## src/rtl/sdc_data_tx.sv

```systemverilog
// sdc_data_tx: SD-bus 4-bit write-data engine (sd_clk domain).
// Serializes a 32-bit valid/ready word stream into framed SD data blocks
// (start nibble, payload, per-line CRC16, end nibble), then collects the
// card's CRC-status token and waits out DAT0 busy before the next block.
module sdc_data_tx #(
  parameter int unsigned STATUS_TIMEOUT = 1024,
  parameter int unsigned BUSY_TIMEOUT   = 65535
) (
  input  logic        sd_clk,
  input  logic        sd_rst_n,
  input  logic [31:0] s_data,
  input  logic        s_valid,
  output logic        s_ready,
  input  logic        start,
  input  logic [11:0] blk_size,
  input  logic [15:0] blk_cnt,
  output logic [3:0]  sd_dat_out,
  output logic        sd_dat_oe,
  input  logic [3:0]  sd_dat_in,
  output logic        busy,
  output logic        done,
  output logic [2:0]  err
);

  typedef enum logic [3:0] {
    S_IDLE, S_FETCH, S_START, S_DATA, S_CRC, S_END,
    S_TURN, S_STATUS, S_BUSY, S_FIN, S_ABORT
  } state_e;

  localparam logic [16:0] STATUS_LIM = 17'(STATUS_TIMEOUT - 1);
  localparam logic [16:0] BUSY_LIM   = 17'(BUSY_TIMEOUT - 1);

  state_e            state_q, state_d;
  logic [31:0]       hold_q, hold_d;       // one-word holding register
  logic              hold_full_q, hold_full_d;
  logic [31:0]       sh_q, sh_d;           // nibble shifter, next nibble in [31:28]
  logic [11:0]       size_q, size_d;
  logic [15:0]       rem_q, rem_d;         // blocks still to send
  logic [12:0]       cnt_q, cnt_d;         // nibble / CRC / turn / token phase counter
  logic [16:0]       tmr_q, tmr_d;         // status and busy timeout timer
  logic [2:0]        tok_q, tok_d;
  logic [3:0][15:0]  crc_q, crc_d;         // one CRC16 per DAT line
  logic [2:0]        err_q, err_d;

  logic        take;
  logic        dat0;
  logic [12:0] nib_last;
  logic        unused_dat;

  assign dat0       = sd_dat_in[0];
  assign unused_dat = ^sd_dat_in[3:1];
  assign nib_last   = {size_q, 1'b0} - 13'd1;

  assign busy    = !(state_q inside {S_IDLE, S_FIN, S_ABORT});
  assign done    = state_q inside {S_FIN, S_ABORT};
  assign s_ready = busy & ~hold_full_q;
  assign take    = s_valid & s_ready;
  assign err     = err_q;

  // CRC16-CCITT (x^16+x^12+x^5+1) one-bit serial update.
  function automatic logic [15:0] crc16_step(input logic [15:0] crc, input logic din);
    return {crc[14:0], 1'b0} ^ ((crc[15] ^ din) ? 16'h1021 : 16'h0000);
  endfunction

  // Byte0 goes out first, high nibble first: put byte0 at the top of the shifter.
  function automatic logic [31:0] byte_order(input logic [31:0] w);
    return {w[7:0], w[15:8], w[23:16], w[31:24]};
  endfunction

  // State and datapath registers.
  // NOTE: sequential state uses non-blocking assignments so every flop samples
  // the pre-edge values; the async reset releases DAT the instant rst_n falls.
  always_ff @(posedge sd_clk or negedge sd_rst_n) begin
    if (!sd_rst_n) begin
      state_q     <= S_IDLE;
      hold_q      <= '0;
      hold_full_q <= 1'b0;
      sh_q        <= '0;
      size_q      <= '0;
      rem_q       <= '0;
      cnt_q       <= '0;
      tmr_q       <= '0;
      tok_q       <= '0;
      crc_q       <= '0;
      err_q       <= '0;
    end else begin
      state_q     <= state_d;
      hold_q      <= hold_d;
      hold_full_q <= hold_full_d;
      sh_q        <= sh_d;
      size_q      <= size_d;
      rem_q       <= rem_d;
      cnt_q       <= cnt_d;
      tmr_q       <= tmr_d;
      tok_q       <= tok_d;
      crc_q       <= crc_d;
      err_q       <= err_d;
    end
  end

  // Next-state and datapath update.
  always_comb begin
    // NOTE: every variable gets a hold-value default first, so no path through
    // the case statement can leave one unassigned and infer a latch.
    state_d     = state_q;
    hold_d      = hold_q;
    hold_full_d = hold_full_q;
    sh_d        = sh_q;
    size_d      = size_q;
    rem_d       = rem_q;
    cnt_d       = cnt_q;
    tmr_d       = tmr_q;
    tok_d       = tok_q;
    crc_d       = crc_q;
    err_d       = err_q;

    if (take) begin
      hold_d      = s_data;
      hold_full_d = 1'b1;
    end

    unique case (state_q)
      S_IDLE: if (start) begin
        size_d      = blk_size;
        rem_d       = (blk_cnt == 16'd0) ? 16'd1 : blk_cnt;
        err_d       = '0;
        hold_full_d = 1'b0;  // a word stranded by an earlier abort is stale
        state_d     = S_FETCH;
      end
      S_FETCH: if (hold_full_q) begin
        sh_d        = byte_order(hold_q);
        hold_full_d = 1'b0;
        state_d     = S_START;
      end
      S_START: begin
        crc_d   = '0;
        cnt_d   = '0;
        state_d = S_DATA;
      end
      S_DATA: begin
        for (int i = 0; i < 4; i++) crc_d[i] = crc16_step(crc_q[i], sh_q[28+i]);
        if (cnt_q == nib_last) begin
          cnt_d   = '0;
          state_d = S_CRC;
        end else if (cnt_q[2:0] == 3'd7) begin
          if (hold_full_q) begin
            sh_d        = byte_order(hold_q);
            hold_full_d = 1'b0;
            cnt_d       = cnt_q + 13'd1;
          end else begin
            err_d[0] = 1'b1;
            state_d  = S_ABORT;
          end
        end else begin
          sh_d  = {sh_q[27:0], 4'h0};
          cnt_d = cnt_q + 13'd1;
        end
      end
      S_CRC: begin
        for (int i = 0; i < 4; i++) crc_d[i] = {crc_q[i][14:0], 1'b0};
        if (cnt_q == 13'd15) begin
          cnt_d   = '0;
          state_d = S_END;
        end else begin
          cnt_d = cnt_q + 13'd1;
        end
      end
      S_END: begin
        cnt_d   = '0;
        state_d = S_TURN;
      end
      S_TURN: if (cnt_q == 13'd1) begin
        cnt_d   = '0;
        tmr_d   = '0;
        state_d = S_STATUS;
      end else begin
        cnt_d = cnt_q + 13'd1;
      end
      S_STATUS: begin
        if (cnt_q == 13'd0) begin
          // Waiting for the token start bit.
          if (!dat0) begin
            cnt_d = 13'd1;
          end else if (tmr_q == STATUS_LIM) begin
            err_d[2] = 1'b1;
            state_d  = S_ABORT;
          end else begin
            tmr_d = tmr_q + 17'd1;
          end
        end else if (cnt_q != 13'd4) begin
          tok_d = {tok_q[1:0], dat0};
          cnt_d = cnt_q + 13'd1;
        end else begin
          // Token end-bit cycle: judge the three status bits.
          tmr_d = '0;
          if (tok_q == 3'b010) begin
            state_d = S_BUSY;
          end else begin
            err_d[1] = 1'b1;
            state_d  = S_ABORT;
          end
        end
      end
      S_BUSY: begin
        if (dat0) begin
          rem_d   = rem_q - 16'd1;
          state_d = (rem_q == 16'd1) ? S_FIN : S_FETCH;
        end else if (tmr_q == BUSY_LIM) begin
          err_d[2] = 1'b1;
          state_d  = S_ABORT;
        end else begin
          tmr_d = tmr_q + 17'd1;
        end
      end
      S_FIN, S_ABORT: state_d = S_IDLE;
      default:        state_d = S_IDLE;
    endcase
  end

  // DAT line drive decoded from the current state.
  always_comb begin
    sd_dat_out = 4'hF;
    sd_dat_oe  = 1'b0;
    unique case (state_q)
      S_START: begin
        sd_dat_out = 4'h0;
        sd_dat_oe  = 1'b1;
      end
      S_DATA: begin
        sd_dat_out = sh_q[31:28];
        sd_dat_oe  = 1'b1;
      end
      S_CRC: begin
        for (int i = 0; i < 4; i++) sd_dat_out[i] = crc_q[i][15];
        sd_dat_oe = 1'b1;
      end
      S_END: sd_dat_oe = 1'b1;
      default: begin
        sd_dat_out = 4'hF;
        sd_dat_oe  = 1'b0;
      end
    endcase
  end

endmodule

```

## config.mk

```make
export PLATFORM = sky130hd
export DESIGN_NAME = sdc_data_tx
export DESIGN_NICKNAME = d
export VERILOG_FILES = /design/src/rtl/sdc_data_tx.sv
export SDC_FILE = /design/constraint.sdc
export NUM_CORES = 1
export LEC_CHECK = 0
export BUFFER_PORTS_ARGS = -buffer_cell sky130_fd_sc_hd__buf_4
export CORE_MARGIN = 3
export CORE_UTILIZATION = 40
export CTS_CLUSTER_DIAMETER = 100
export DETAILED_ROUTE_END_ITERATION = 6
export GPL_TIMING_DRIVEN = 0
export PLACE_DENSITY = 0.59
export SYNTH_ARGS = -nofsm -noshare
export SYNTH_HDL_FRONTEND = slang
export SYNTH_SLANG_ARGS = --single-unit
```

## constraint.sdc

```tcl
create_clock -name sd_clk -period 3.67 [get_ports sd_clk]
set_clock_uncertainty 0.15 [all_clocks]
set_input_delay 1.101 -clock sd_clk [delete_from_list [all_inputs] [get_ports sd_clk]]
set_output_delay 1.101 -clock sd_clk [all_outputs]
set_load 0.01 [all_outputs]
```

* Word-level counts from Yosys, hierarchy flattened
Cells that the tools add are included.
** Storage, ports and cells
- Bits in registers :: 197
- Output and inout bits :: 11
** Cells by class
- Add/subtract/negate cells :: 4
- Eq/ne operators :: 46
- Mux-type cells :: 69
- Bitwise operators :: 12
- Reduce and logical (&&, ||, !) cells :: 26
** Operator list (count)
- $pmux W64 S3 :: 1
- $mux W13 :: 12
- $mux W17 :: 7
- $mux W32 :: 3
- $pmux W13 S5 :: 1
- $pmux W32 S2 :: 1
- $xor A16 B13 Y16 :: 4
- $mux W4 :: 14
- $pmux W17 S3 :: 1
- $mux W16 :: 3
- $pmux W4 S9 :: 1
- $ne A2 B2 Y1 const B :: 17
- $pmux W16 S2 :: 1
- $ne A3 B3 Y1 const B :: 9
- $add A17 B1 Y17 const B :: 1
- $eq A17 B10 Y1 const B :: 1
- $eq A17 B16 Y1 const B :: 1
- $mux W1 :: 17
- $eq A16 B1 Y1 const B :: 1
- $eq A4 B3 Y1 const B :: 4
- $logic_not A16 Y1 :: 1
- $sub A16 B1 Y16 const B :: 1
- $reduce_and A7 Y1 :: 2
- $add A13 B1 Y13 const B :: 1
- 32 further kinds :: 52

* Longest topological paths before layout
- Word-level depth :: 10
- Gate-level depth with buffers :: 13
- Gate-level depth less buffers :: 10

* Least setup slack after synthesis
Ideal clock, no wire load.
- Kind :: flip-flop to flip-flop
- Start point :: register size_q[0]
- End point :: register cnt_q[6]
- Arrival :: 3.105 ns
- Setup slack :: 0.294 ns
- Cell stages (with the launch flop) :: 13
- Path buffers :: 2
- Clock period less this slack :: 3.376 ns
- Cells stage by stage :: dfrtp_1 > inv_1 > ha_1 > or4b_1 > buf_2 > or3_1 > a21o_1 > a22o_1 > nor4_4 > o21ai_4 > buf_6 > o21bai_1 > a22o_1
** Between the ends
- Longest elaborated chain between the ends :: 4
** Ends and longest elaborated chain
- from (decl) :: RTL line 37 : logic [11:0] size_q, size_d;
- from (signal assigned) :: RTL line 91 : size_q <= size_d;
- $sub A13 B1 Y13 * :: RTL line 52 : assign nib_last = {size_q, 1'b0} - 13'd1;
- $eq A13 B13 Y1 * :: RTL line 142 : if (cnt_q == nib_last) begin
- $ne A4 B4 Y1 (no line) / $mux W13 (equally long branches)
- $reduce_and A4 Y1 (no line) / $pmux W13 S5 (equally long branches)
- to (signal assigned) :: RTL line 93 : cnt_q <= cnt_d;
- to (decl) :: RTL line 39 : logic [12:0] cnt_q, cnt_d;
Mark *: on every way between the ends. The rest lies on a longest branch, timed or not.
A chain may end at the register's enable or synchronous reset.

* Final worst setup path
- Start point :: register size_q[1]
- End point :: register sh_q[26]
** Between the ends
- Longest elaborated chain between the ends :: 4
** Ends and longest elaborated chain
- $sub A13 B1 Y13 :: RTL line 52
- $eq A13 B13 Y1 :: RTL line 142
- $ne A2 B2 Y1 (no line)
- $reduce_and A2 Y1 (no line)
- to (signal assigned) :: RTL line 78 : sh_q <= '0;
- to (signal assigned) :: RTL line 90 : sh_q <= sh_d;
- to (decl) :: RTL line 36 : logic [31:0] sh_q, sh_d;
Every way passes these cells.

==> results.yml <==
power_and_ir_drop:
  comb_power_share_pct: 7.3
  sw_frac_of_total_pct: 24.41
  ir_drop_uv: 204.1
  p_int_mw: 3.459
  switchingPower_mw: 1.117
  clkPwrFrac_pct: 40.7
  power_density_nw_per_um2: 413.9
  pwr-share-seq_pct: 51.9
  p_leak_nw: 5.016
routing:
  wl_per_cell_um: 16.57
  route.detailed.drc: 0
  vias_per_cell: 5.504
  drtPass1Iterations: 5
  drt-total-wl_um: 21500
  vias: 7144
  ant_nets: 0
  drtIter0Drc: 458
cells_and_area:
  antenna_cells: 0
  regArea_um2: 4931
  utilization_pct: 48.54
  fillers: 2119
  drive_gt1_share_pct: 19.59
  final_nets: 1049
  multi_input_area_um2: 4161
  area_growth_pct: 18.28
synthesis:
  yosysSeqAreaShare_pct: 52.74
  syn_avg_cell_area_um2: 10.67
  netlist_area_um2: 9348
  synthFlopType: "dfrtp_1"
  synth_cell_types: 63
  ys_ff_latch: 197
  ys_async_sr_fraction_pct: 100.0
  netlist.area_leader.share_pct: 52.74
  synth_edf_count: 0
  synth.net_count: 953
  yosysTopAreaCell: "dfrtp_1"
  netlist_instances: 876
  synthTopCellsByArea: "dfrtp_1, a22o_1, mux2_2"
  yosys_warnings: 0
clock_network:
  root_buffer: "clkbuf_16"
  path_clk_slew_ns: 0.08
  cts_buffer_depth: 2
  cts.sinks: 197
  numCtsBuffers: 17
  clk_latency_ns: 0.43
  htreeDepth: 4
  tritoncts: "yes"
floorplan:
  dieHeight_um: 158.9
  initial_utilization_pct: 41.04
  rows: 55
  dieArea_um2: 25240
  core_um2: 22780
  io_pins: 79
  chipWidth_um: 158.9
setup_path:
  r2r_cells: 15
  worstSetupStartpointType: "flip-flop"
  cp_max_fo: 10
  r2r_end: "sh_q[26]"
  r2r_setup_slack_ns: 0.18
  worstReg2RegStart: "size_q[1]"
  worstPathRequired_ns: 3.84
  endpoint_kind: "flip-flop"
  crit_arrival_ns: 3.65
  worstSetupPathType: "reg -> reg"
min_path:
  hold_path_end: "err[0]"
  holdCritPathClass: "reg -> reg"
  hold_path_depth: 1
  holdCritStartpoint: "err[0]"
sta:
  hold_ws_ns: 0.3370
  rsz0062_at_grt: "no"
  setup_viol: 0
  slew_viol_final: 0
  hold_viol: 0
  fmax_ghz: 0.2867
  min_period_over_period_pct: 95.03
  period_needed_ns: 3.488
  slew_headroom_pct: 55.24
  tns_ns: 0
  worst_slew_pin_slew_ns: 0.6714
global_route:
  grt_pass1_wl_um: 36520
  grt_max_degree: 76
  grt_usage_pct: 17.26
  grt-ovfl-total: 0
  first_global_vias: 7117
  grt_antenna_before_repair: 0
status:
  status: "finished clean"
job:
  drv_cap: 0
placed_design:
  place_congestion: 0.8454
  portBuffers: 75
  dp_hpwl_um: 14840
-- worst max-delay path: stages, from the launching register on --
cell       delay, ns
dfrtp_1         0.41
inv_1           0.10
ha_4            0.16
or4b_1          0.45
clkbuf_4        0.21
or3_1           0.31
a21o_1          0.18
a22o_1          0.27
nor4_4          0.22
buf_6           0.17
buf_12          0.11
a21oi_2         0.07
o21a_1          0.14
buf_6           0.14
buf_6           0.14
a2bb2oi_1       0.13
-- flip-flops by register name (all words and copies together), names as in the netlist --
register and flops:
rem_q 16, err 3, hold_full_q 1, sh_q 32
crc_q 64, state_q 4, hold_q 32, tmr_q 17
size_q 12, tok_q 3, cnt_q 13
-- layout make-up --
class	instances	area share, %
Inverter	15	0.5092
Buffer	54	2.320
Clock buffer	17	3.847
Timing Repair Buffer	81	6.077
Clock inverter	15	1.471
Sequential cell	197	44.60
Tap cell	313	3.542
Multi-Input combinational cell	606	37.64
-- synthesized netlist by cell type, drive strengths merged (4+ instances only) --
library cell	n
or3	6
and2	4
a221o	9
a22oi	10
nor4	12
dfrtp	197
mux2	47
ha	9
nand3	17
inv	15
o22ai	34
nor2	57
and3	9
nand2b	10
buf	14
xnor2	13
o21bai	4
o31ai	7
xor2	14
nand4	7
a22o	64
nor3	29
a21o	5
o41ai	4
nor2b	5
a31oi	5
a21oi	32
a2bb2oi	31
clkbuf	44
nand2	72
o21ai	54
-- cell families after synthesis --
kind of cell             share of synthesized area [%]
flip-flops                                       52.74
AO/OA/AOI/OAI                                    21.70
adder cells (fa/ha/maj)                          1.205
XOR/XNOR                                         2.530
AND/OR/NAND/NOR                                  12.46
buffers and inverters                            3.386
multiplexers                                     5.983
-- cell usage in the layout (no fill, tap or decap), types with 17 or more instances in the layout --
cell / count
nor2_1: 55
clkbuf_16: 17
o21ai_0: 53
a22o_1: 64
clkbuf_1: 38
a2bb2oi_1: 31
nand3_1: 17
mux2_2: 47
o22ai_1: 34
dfrtp_1: 196
nand2_1: 72
buf_4: 77
a21oi_1: 31
nor3_1: 28
-- how the worst max path moves through the flow --
stage,start,endpoint,slack (ns),cells after the start
floorplan,size_q[0],cnt_q[6],0.29,12
global placement,size_q[0],cnt_q[5],-0.31,11
detailed placement,size_q[0],cnt_q[5],-0.35,11
CTS,state_q[1],sd_dat_out[2],0.009,7
global route,size_q[1],sh_q[25],0.02,15
finish,size_q[1],sh_q[26],0.18,15
-- metrics by stage --
step | setup slack (ns) | cells | power [mW] | instance area, um2
3_5_place_dp | -0.3526 | 1266 | 2.760 | 10360
2_1_floorplan | 0.2938 | 876 | 2.586 | 9348
4_1_cts | 0.009461 | 1300 | 4.644 | 11010
3_3_place_gp | -0.3125 | 1264 | 2.744 | 10300
5_1_grt | 0.02452 | 1298 | 4.780 | 11060
6_report | 0.1822 | 1298 | 4.576 | 11060
-- power groups by stage --
stage / clock network, mW / logic (mW) / registers, mW
floorplan: 0 / 0.199 / 2.39
global placement: 0 / 0.328 / 2.42
detailed placement: 0 / 0.342 / 2.42
CTS: 1.92 / 0.344 / 2.38
global route: 2.01 / 0.380 / 2.39
finish: 1.86 / 0.336 / 2.38
-- what timing repair did --
action                                  CTS  global route
pin swaps                                 1             0
setup buffers                             3             1
hold buffers                              0             0
resized for setup                         7            14
cloned                                    0             0
endpoints found under the setup margin   66            52
-- layer usage --
layer / global-route usage [%] / part of all wire [%] / vias to the layer above
met5: 0 / 0 / -
met3: 3.392 / 3.2 / 15
li1: - / - / 3460
met2: 27.09 / 46 / 123
met4: 4.138 / 0.91 / 0
met1: 24.78 / 50 / 3546
(Power assumes the default switching activity.)
